File: config.mk
export PLATFORM = sky130hd
export DESIGN_NAME = inventory_access_scheduler
export DESIGN_NICKNAME = d
export VERILOG_FILES = /design/src/rtl/inventory_access_scheduler.sv
export SDC_FILE = /design/constraint.sdc
export NUM_CORES = 1
export LEC_CHECK = 0
export ABC_AREA = 1
export ABC_CLOCK_PERIOD_IN_PS = 2360
export BUFFER_PORTS_ARGS = -buffer_cell sky130_fd_sc_hd__buf_2
export CORE_AREA = 2 2 138 140
export CTS_BUF_LIST = sky130_fd_sc_hd__clkbuf_2 sky130_fd_sc_hd__clkbuf_4 sky130_fd_sc_hd__clkbuf_8
export CTS_CLUSTER_DIAMETER = 40
export DETAILED_ROUTE_END_ITERATION = 12
export DIE_AREA = 0 0 140 142
export PLACE_DENSITY = 0.75
export SLEW_MARGIN = 20
export SYNTH_ARGS = -nofsm -noshare
export SYNTH_HDL_FRONTEND = slang
export SYNTH_SLANG_ARGS = --single-unit
File: constraint.sdc
create_clock -name i_clk -period 2.36 [get_ports i_clk]
set_clock_uncertainty 0.2 [all_clocks]
set_input_delay 0.236 -clock i_clk [delete_from_list [all_inputs] [get_ports i_clk]]
set_output_delay 0.236 -clock i_clk [all_outputs]
set_load 0.05 [all_outputs]
File: src/rtl/inventory_access_scheduler.sv
// Shares the inventory block's single stock-index port between buffered execute-order
// writes and normalised-inventory reads: read priority with a starvation guard and full-FIFO override.
module inventory_access_scheduler #(
    parameter int unsigned NUM_STOCKS   = 4,
    parameter int unsigned FP_WORD_SIZE = 64,
    parameter int unsigned FIFO_DEPTH   = 8,
    parameter int unsigned STARVE_LIMIT = 4
) (
    input  logic                                   i_clk,
    input  logic                                   i_reset_n,
    input  logic                                   i_exec_valid,
    output logic                                   o_exec_ready,
    input  logic [$clog2(NUM_STOCKS)-1:0]          i_exec_stock_id,
    input  logic [15:0]                            i_exec_quantity,
    input  logic                                   i_exec_side,
    input  logic                                   i_rd_valid,
    output logic                                   o_rd_ready,
    input  logic [$clog2(NUM_STOCKS)-1:0]          i_rd_stock_id,
    output logic                                   o_rd_valid,
    output logic [$clog2(NUM_STOCKS)-1:0]          o_rd_stock_id,
    output logic signed [FP_WORD_SIZE-1:0]         o_rd_norm_inventory,
    output logic [$clog2(NUM_STOCKS)-1:0]          o_inv_stock_id,
    output logic                                   o_inv_execute_order,
    output logic [15:0]                            o_inv_execute_order_quantity,
    output logic                                   o_inv_execute_order_side,
    input  logic signed [FP_WORD_SIZE-1:0]         i_inv_norm_inventory,
    output logic [$clog2(FIFO_DEPTH):0]            o_fifo_count
);

    localparam int unsigned STOCK_W  = $clog2(NUM_STOCKS);
    localparam int unsigned PTR_W    = $clog2(FIFO_DEPTH);
    localparam int unsigned CNT_W    = PTR_W + 1;
    localparam int unsigned STARVE_W = $clog2(STARVE_LIMIT + 1);
    localparam int unsigned QTY_W    = 16;

    typedef struct packed {
        logic [STOCK_W-1:0] stock_id;
        logic [QTY_W-1:0]   quantity;
        logic               side;
    } exec_entry_t;

    exec_entry_t                     mem_q [FIFO_DEPTH];
    exec_entry_t                     mem_d [FIFO_DEPTH];
    logic [PTR_W-1:0]                wr_ptr_q, wr_ptr_d;
    logic [PTR_W-1:0]                rd_ptr_q, rd_ptr_d;
    logic [CNT_W-1:0]                count_q, count_d;
    logic [STARVE_W-1:0]             starve_q, starve_d;
    logic                            rd_valid_q, rd_valid_d;
    logic [STOCK_W-1:0]              rd_stock_id_q, rd_stock_id_d;
    logic signed [FP_WORD_SIZE-1:0]  rd_data_q, rd_data_d;

    logic        fifo_empty;
    logic        fifo_full;
    logic        starved;
    logic        write_grant;
    logic        read_grant;
    logic        exec_ready;
    logic        push;
    exec_entry_t head;
    exec_entry_t incoming;

    // Grant decision: reads win unless the FIFO is full or the writer has waited too long.
    always_comb begin
        fifo_empty  = (count_q == '0);
        fifo_full   = (count_q == CNT_W'(FIFO_DEPTH));
        starved     = (starve_q == STARVE_W'(STARVE_LIMIT));
        write_grant = i_reset_n & ~fifo_empty & (~i_rd_valid | fifo_full | starved);
        read_grant  = i_reset_n & i_rd_valid & ~write_grant;
        exec_ready  = i_reset_n & (~fifo_full | write_grant);
        push        = i_exec_valid & exec_ready;
        head        = mem_q[rd_ptr_q];
        incoming    = '{stock_id: i_exec_stock_id, quantity: i_exec_quantity, side: i_exec_side};
    end

    // FIFO bookkeeping; pointers wrap naturally since the depth is a power of two.
    always_comb begin
        mem_d    = mem_q;
        wr_ptr_d = wr_ptr_q;
        rd_ptr_d = rd_ptr_q;
        count_d  = count_q;
        if (push) begin
            mem_d[wr_ptr_q] = incoming;
            wr_ptr_d        = wr_ptr_q + PTR_W'(1);
        end
        if (write_grant) begin
            rd_ptr_d = rd_ptr_q + PTR_W'(1);
        end
        case ({push, write_grant})
            2'b10:   count_d = count_q + CNT_W'(1);
            2'b01:   count_d = count_q - CNT_W'(1);
            default: count_d = count_q;
        endcase
    end

    // Counts reads that bypassed a waiting write; any write or an empty FIFO clears it.
    always_comb begin
        starve_d = starve_q;
        if (write_grant || fifo_empty) begin
            starve_d = '0;
        end else if (read_grant && !starved) begin
            starve_d = starve_q + STARVE_W'(1);
        end
    end

    always_comb begin
        rd_valid_d    = read_grant;
        rd_stock_id_d = rd_stock_id_q;
        rd_data_d     = rd_data_q;
        if (read_grant) begin
            rd_stock_id_d = i_rd_stock_id;
            rd_data_d     = i_inv_norm_inventory;
        end
    end

    always_ff @(posedge i_clk) begin
        if (!i_reset_n) begin
            wr_ptr_q      <= '0;
            rd_ptr_q      <= '0;
            count_q       <= '0;
            starve_q      <= '0;
            rd_valid_q    <= 1'b0;
            rd_stock_id_q <= '0;
            rd_data_q     <= '0;
        end else begin
            wr_ptr_q      <= wr_ptr_d;
            rd_ptr_q      <= rd_ptr_d;
            count_q       <= count_d;
            starve_q      <= starve_d;
            rd_valid_q    <= rd_valid_d;
            rd_stock_id_q <= rd_stock_id_d;
            rd_data_q     <= rd_data_d;
        end
    end

    // Storage needs no reset: occupancy is tracked by the pointers and count.
    always_ff @(posedge i_clk) begin
        mem_q <= mem_d;
    end

    always_comb begin
        o_exec_ready                 = exec_ready;
        o_rd_ready                   = read_grant;
        o_rd_valid                   = rd_valid_q;
        o_rd_stock_id                = rd_stock_id_q;
        o_rd_norm_inventory          = rd_data_q;
        o_fifo_count                 = count_q;
        o_inv_execute_order          = write_grant;
        o_inv_stock_id               = write_grant ? head.stock_id : i_rd_stock_id;
        o_inv_execute_order_quantity = write_grant ? head.quantity : '0;
        o_inv_execute_order_side     = write_grant ? head.side : 1'b0;
    end

endmodule

* After elaboration in Yosys (flattened, before gate mapping) *
Index checks and enable logic that the tools add are counted.

word-level totals
  register bits after elaboration = 232
  bits of input ports = 89
  output and inout port bits = 93

cells by class
  $add $sub $neg = 5
  $lt $le $gt $ge = 3
  eq/ne operators = 4
  muxes and demuxes = 10
  bitwise gates (word level) = 16
  reduce and logical (&&, ||, !) cells = 7

operators with widths
  kind                                                                   number
  152-bit bitwise mux                                                    1
  19-bit binary-select mux with 3-bit select                             1
  19-bit demux with 3-bit select                                         1
  19-bit 2-to-1 mux                                                      3
  16-bit 2-to-1 mux                                                      1
  3-bit by 1-bit adder with 3-bit output, second input constant          3
  4-bit >= comparator, second input constant                             2
  3-bit inverter with 4-bit output                                       2
  4-bit one-hot mux with 2 select lines                                  1
  1-bit bitwise AND                                                      6
  1-bit inverter                                                         5
  4-bit by 1-bit adder with 4-bit output, second input constant          1
  4-bit equality test, second input constant                             1
  4-bit logical NOT                                                      1
  4-bit by 1-bit < comparator with 1-bit output, second input constant   1
  4-bit by 1-bit subtractor with 4-bit output, second input constant     1
  3-bit equality test, second input constant                             1
  1-bit OR                                                               3
  2-bit by 1-bit equality test with 1-bit output, second input constant  1
  2-bit equality test, second input constant                             1
  1-bit logical AND                                                      2
  2-bit 2-to-1 mux                                                       1
  2-bit nonzero test                                                     1
  2-bit OR reduction                                                     1
  3 further kinds                                                        3

* Logic depth before layout (Yosys ltp) *
  depth after elaboration = 9
  mapped depth = 14
  mapped depth without buffers = 14

* Least setup slack after synthesis *
Ideal clock, no wire load.

  path type = register to output
  start point = register count_q[2], in the netlist o_fifo_count[2]
  end point = output o_inv_execute_order_quantity[0]
  data arrival time = 2.433 ns
  slack = -0.509 ns
  stages on the path, launching flop included = 6
  path buffers = 1
  cells stage by stage = dfxtp_1 nor2_1 a21oi_2 nand2_2 clkbuf_1 nor3_1

between the ends
  word-level cells in the longest chain between the ends = 5
  elaborated cells between the ends (all ways) = 8
  those cells by class = eq/ne (1); mux (1); bitwise (5); reduce/logical (1)

ends and longest elaborated chain
  element                                                   line    source
  start: declaration                                        46      logic [CNT_W-1:0] count_q, count_d;
  start signal: assignment                                  127     count_q <= count_d;
  4-bit equality test or 4-bit logical NOT (tied branches)  65, 64
  1-bit OR or 1-bit inverter (tied branches)                67      write_grant = i_reset_n & ~fifo_empty & (~i_rd_valid | fifo_full | starved);
  1-bit OR or 1-bit bitwise AND (tied branches)             67
  1-bit bitwise AND *                                       67
  16-bit 2-to-1 mux *                                       149     o_inv_execute_order_quantity = write_grant ? head.quantity : '0;
  end: declaration                                          24      output logic [15:0] o_inv_execute_order_quantity,

Every way passes the cells marked *; elsewhere a longest branch is shown, timed or not.

* Final worst setup path *
  start point = register rd_ptr_q[0]
  end point = output o_inv_stock_id[0]

between the ends
  word-level cells in the longest chain between the ends = 5

ends and longest elaborated chain
  element                                                 line  source
  start: declaration                                      45    logic [PTR_W-1:0] rd_ptr_q, rd_ptr_d;
  start signal: assignment                                126   rd_ptr_q <= rd_ptr_d;
  3-bit inverter with 4-bit output (implied by the code)  71    head = mem_q[rd_ptr_q];
  19-bit binary-select mux with 3-bit select              71
  19-bit 2-to-1 mux (implied by the code) (2 in a row)    71
  2-bit 2-to-1 mux                                        148   o_inv_stock_id = write_grant ? head.stock_id : i_rd_stock_id;
  end: declaration                                        22    output logic [$clog2(NUM_STOCKS)-1:0] o_inv_stock_id,

No other way between the ends. The select of a mux whose other input is x is not followed.

==> metrics.txt <==
CTS tree done; R2R cell count 13; Die H 142 um; global-route wire length before repair 40.0 mm; DP Cell Count 1259; pwr/cell area 809 nW/um^2; yosys warns 0; Slew HR 54.5%; HP Class input port to register; Setup-failing EPs final 11; wire per inst 18.4 um; Tmin final 2.44 ns; Seq/Total Area, Yosys 68.3%; Die X 140 um; row cnt 50; Initial Util 48.9%; Max Cap Viol 0; Worst R2R Setup Slack 0.09 ns; RSZ-0062 raised after global routing yes; max-slew violations 0; number of global-route vias before repair 7758; met1 GRT Util 31.1%; CP Data Required Time 1.92 ns; post-route ant nets 0; Mapped Avg Cell Area 10.4 sq um; crit path DAT 2.01 ns; Achievable Freq 0.409 GHz; DRC 8; Reg2Reg Capture Point o_fifo_count[1]$_SDFFE_PN0P_; drt initial violations 582; Leak 5.45 nW; Nets 1278; largest net degree at the start of global routing 67; Core ar. 18500 sq um; setup TNS -0.480 ns; clk slew on worst S/H paths 0.06 ns; met2 Use GR 44.3%; I/O pin total 182; Global Route met3 Usage 6.43%; Critical Path Start Type register; Crit Reg-Reg Startpoint starve_q[0]$_SDFFE_PP0P_; Initial DRT Pass Iterations 9; status complete, but fails checks; busiest grt layer met2; post-synthesis instance total 867; total number of vias 7812; min-delay src i_rd_valid; library cells used by synthesis 26; Clock Path Buffers 3; CP max FO 7; Final Worst Setup Slack -0.0822 ns; CP Capture Type primary output; grt ovf 0; Multi-input gate area 2950 sq um; mapped cell area 9020 sq um; root buf cell clkbuf_8; CTS Sinks 232; RD Place Congestion 0.814; FF/Latch Area 6180 sq um; failing checks DRC, setup timing; crit path from rd_ptr_q[0]$_SDFFE_PN0P_; CP Class register to primary output; Total GRT Usage 25.7%; Seq cells post-synth 232; synthesized net count 963; full die area 19900 sq um; IO Port Bufs 181; layout cell share with drive strength beyond 1 31.3%; Hold WS 0.0290 ns; worst hold path stage count 4; Fin. Hold Viols 0; Peak supply drop 536 uV; Slew @ Worst Pin 0.682 ns; DRT Wirelength 26.7 mm; final worst-path cycle share 103%; H-tree Lvls 2; Area Overhead vs Synth 43.2%; worst skew pair latency 0.52 ns; drt via density 5.40; Non-Filler Instances 1448; WHS Endpoint starve_q[2]$_SDFFE_PP0P_; Detail Placement HPWL 13.2 mm; initial antenna violation count 0; total CTS buffers 39; Filler cells 1227
[through the flow]
stage                     power, mW  setup WS (ns)  util, %  cell area (sq um)
after CTS                      10.2         -0.124     68.4              12600
after detailed placement       6.45          0.155     56.6              10500
final                          10.5        -0.0822     70.0              12900
after global routing           10.8         -0.147     70.0              12900
after floorplan                5.95        -0.0682        -               9230
after global placement         6.42          0.174     56.6              10500
[worst max path at each step]
stage,end,slack [ns],cells after the start
final,o_inv_stock_id[0],-0.08,9
after global routing,o_inv_stock_id[0],-0.15,9
after CTS,o_inv_execute_order_quantity[3],-0.12,10
after detailed placement,o_rd_ready,0.15,10
after global placement,o_rd_ready,0.17,10
after floorplan,o_fifo_count[2]$_SDFFE_PN0P_,-0.07,13
[timing repair]
action,CTS,global route
endpoints found under the hold margin,228,0
resized for setup,78,42
pin swaps,22,17
endpoints found under the setup margin,21,25
hold buffers,90,0
gates cloned,5,6
buffers inserted,10,7
[cells in the mapped netlist (all sizes together)]
cell type	number	area share, %
nand3	140	7.8
o21bai	2	0.17
xor2	5	0.49
buf	25	1.8
edfxtp	152	51
ha	7	0.97
and2	1	0.069
clkbuf	28	1.2
clkinv	3	0.12
inv	17	0.71
a21oi	43	2.4
dfxtp	80	18
nor2	33	1.4
o211ai	5	0.42
nand4	1	0.069
nor3	18	1.0
o21ai	14	0.78
nand2	293	12
[logic make-up (layout without fill, tap and decap cells)]
| group | count (synthesis) | after routing | share of synthesized area (%) |
|---|---|---|---|
| other cells | 0 | 1 | 0 |
| fa+ha+maj | 7 | 7 | 0.971 |
| flops | 232 | 232 | 68.3 |
| xor+xnor | 5 | 5 | 0.485 |
| simple gates | 486 | 487 | 22.6 |
| compound gates | 64 | 64 | 3.79 |
| buf+inv | 73 | 418 | 3.83 |
[sequential cells by signal, summed over array words and instances, names as in the netlist]
name and count:
mem_q 152, o_rd_norm_inventory 64, o_fifo_count 4, rd_ptr_q 3, starve_q 3, wr_ptr_q 3, o_rd_stock_id 2, o_rd_valid 1
[layout make-up]
| cell class | instances | area share (%) |
|---|---|---|
| well taps | 234 | 2.27 |
| clock buffers | 54 | 5.12 |
| inverters | 20 | 0.794 |
| flip-flops and latches | 232 | 47.8 |
| repair buffers | 326 | 20.4 |
| diodes | 1 | 0.0194 |
| multi-input cells | 563 | 22.8 |
| clock inverters | 18 | 0.716 |
[layer usage]
layer | vias to the layer above | wire length (um)
met1 | 3690 | 9760
met5 | - | 0
met2 | 449 | 13700
met3 | 75 | 2420
met4 | 0 | 826
li1 | 3598 | -
[placed cells by master (no fill, tap or decap), drive strengths merged]
cell type	count
diode	1
and2	1
edfxtp	152
dlygate4sd3	90
a21oi	43
o21bai	2
nor2	33
o211ai	5
dfxtp	80
clkbuf	59
clkinvlp	4
buf	231
nand4	1
nand3	140
ha	7
o21ai	14
inv	18
clkinv	16
xor2	5
nand2	294
nor3	18
[power by group]
| part | internal [mW] | leakage [nW] | total [mW] | switching, mW |
|---|---|---|---|---|
| clock network | 1.83 | 0.400 | 3.43 | 1.60 |
| logic | 0.881 | 3.02 | 2.44 | 1.55 |
| registers | 4.48 | 2.04 | 4.59 | 0.105 |
[worst max-delay path: stages, from the launching register on]
cell and delay (ns):
dfxtp_4 0.42, buf_8 0.16, buf_12 0.13, nor2_4 0.04, nor2_2 0.12, o21ai_1 0.09, o211ai_1 0.12, nand3_2 0.14
nand2_4 0.11, buf_8 0.14
Note: power is estimated with default switching activity, not from simulation.
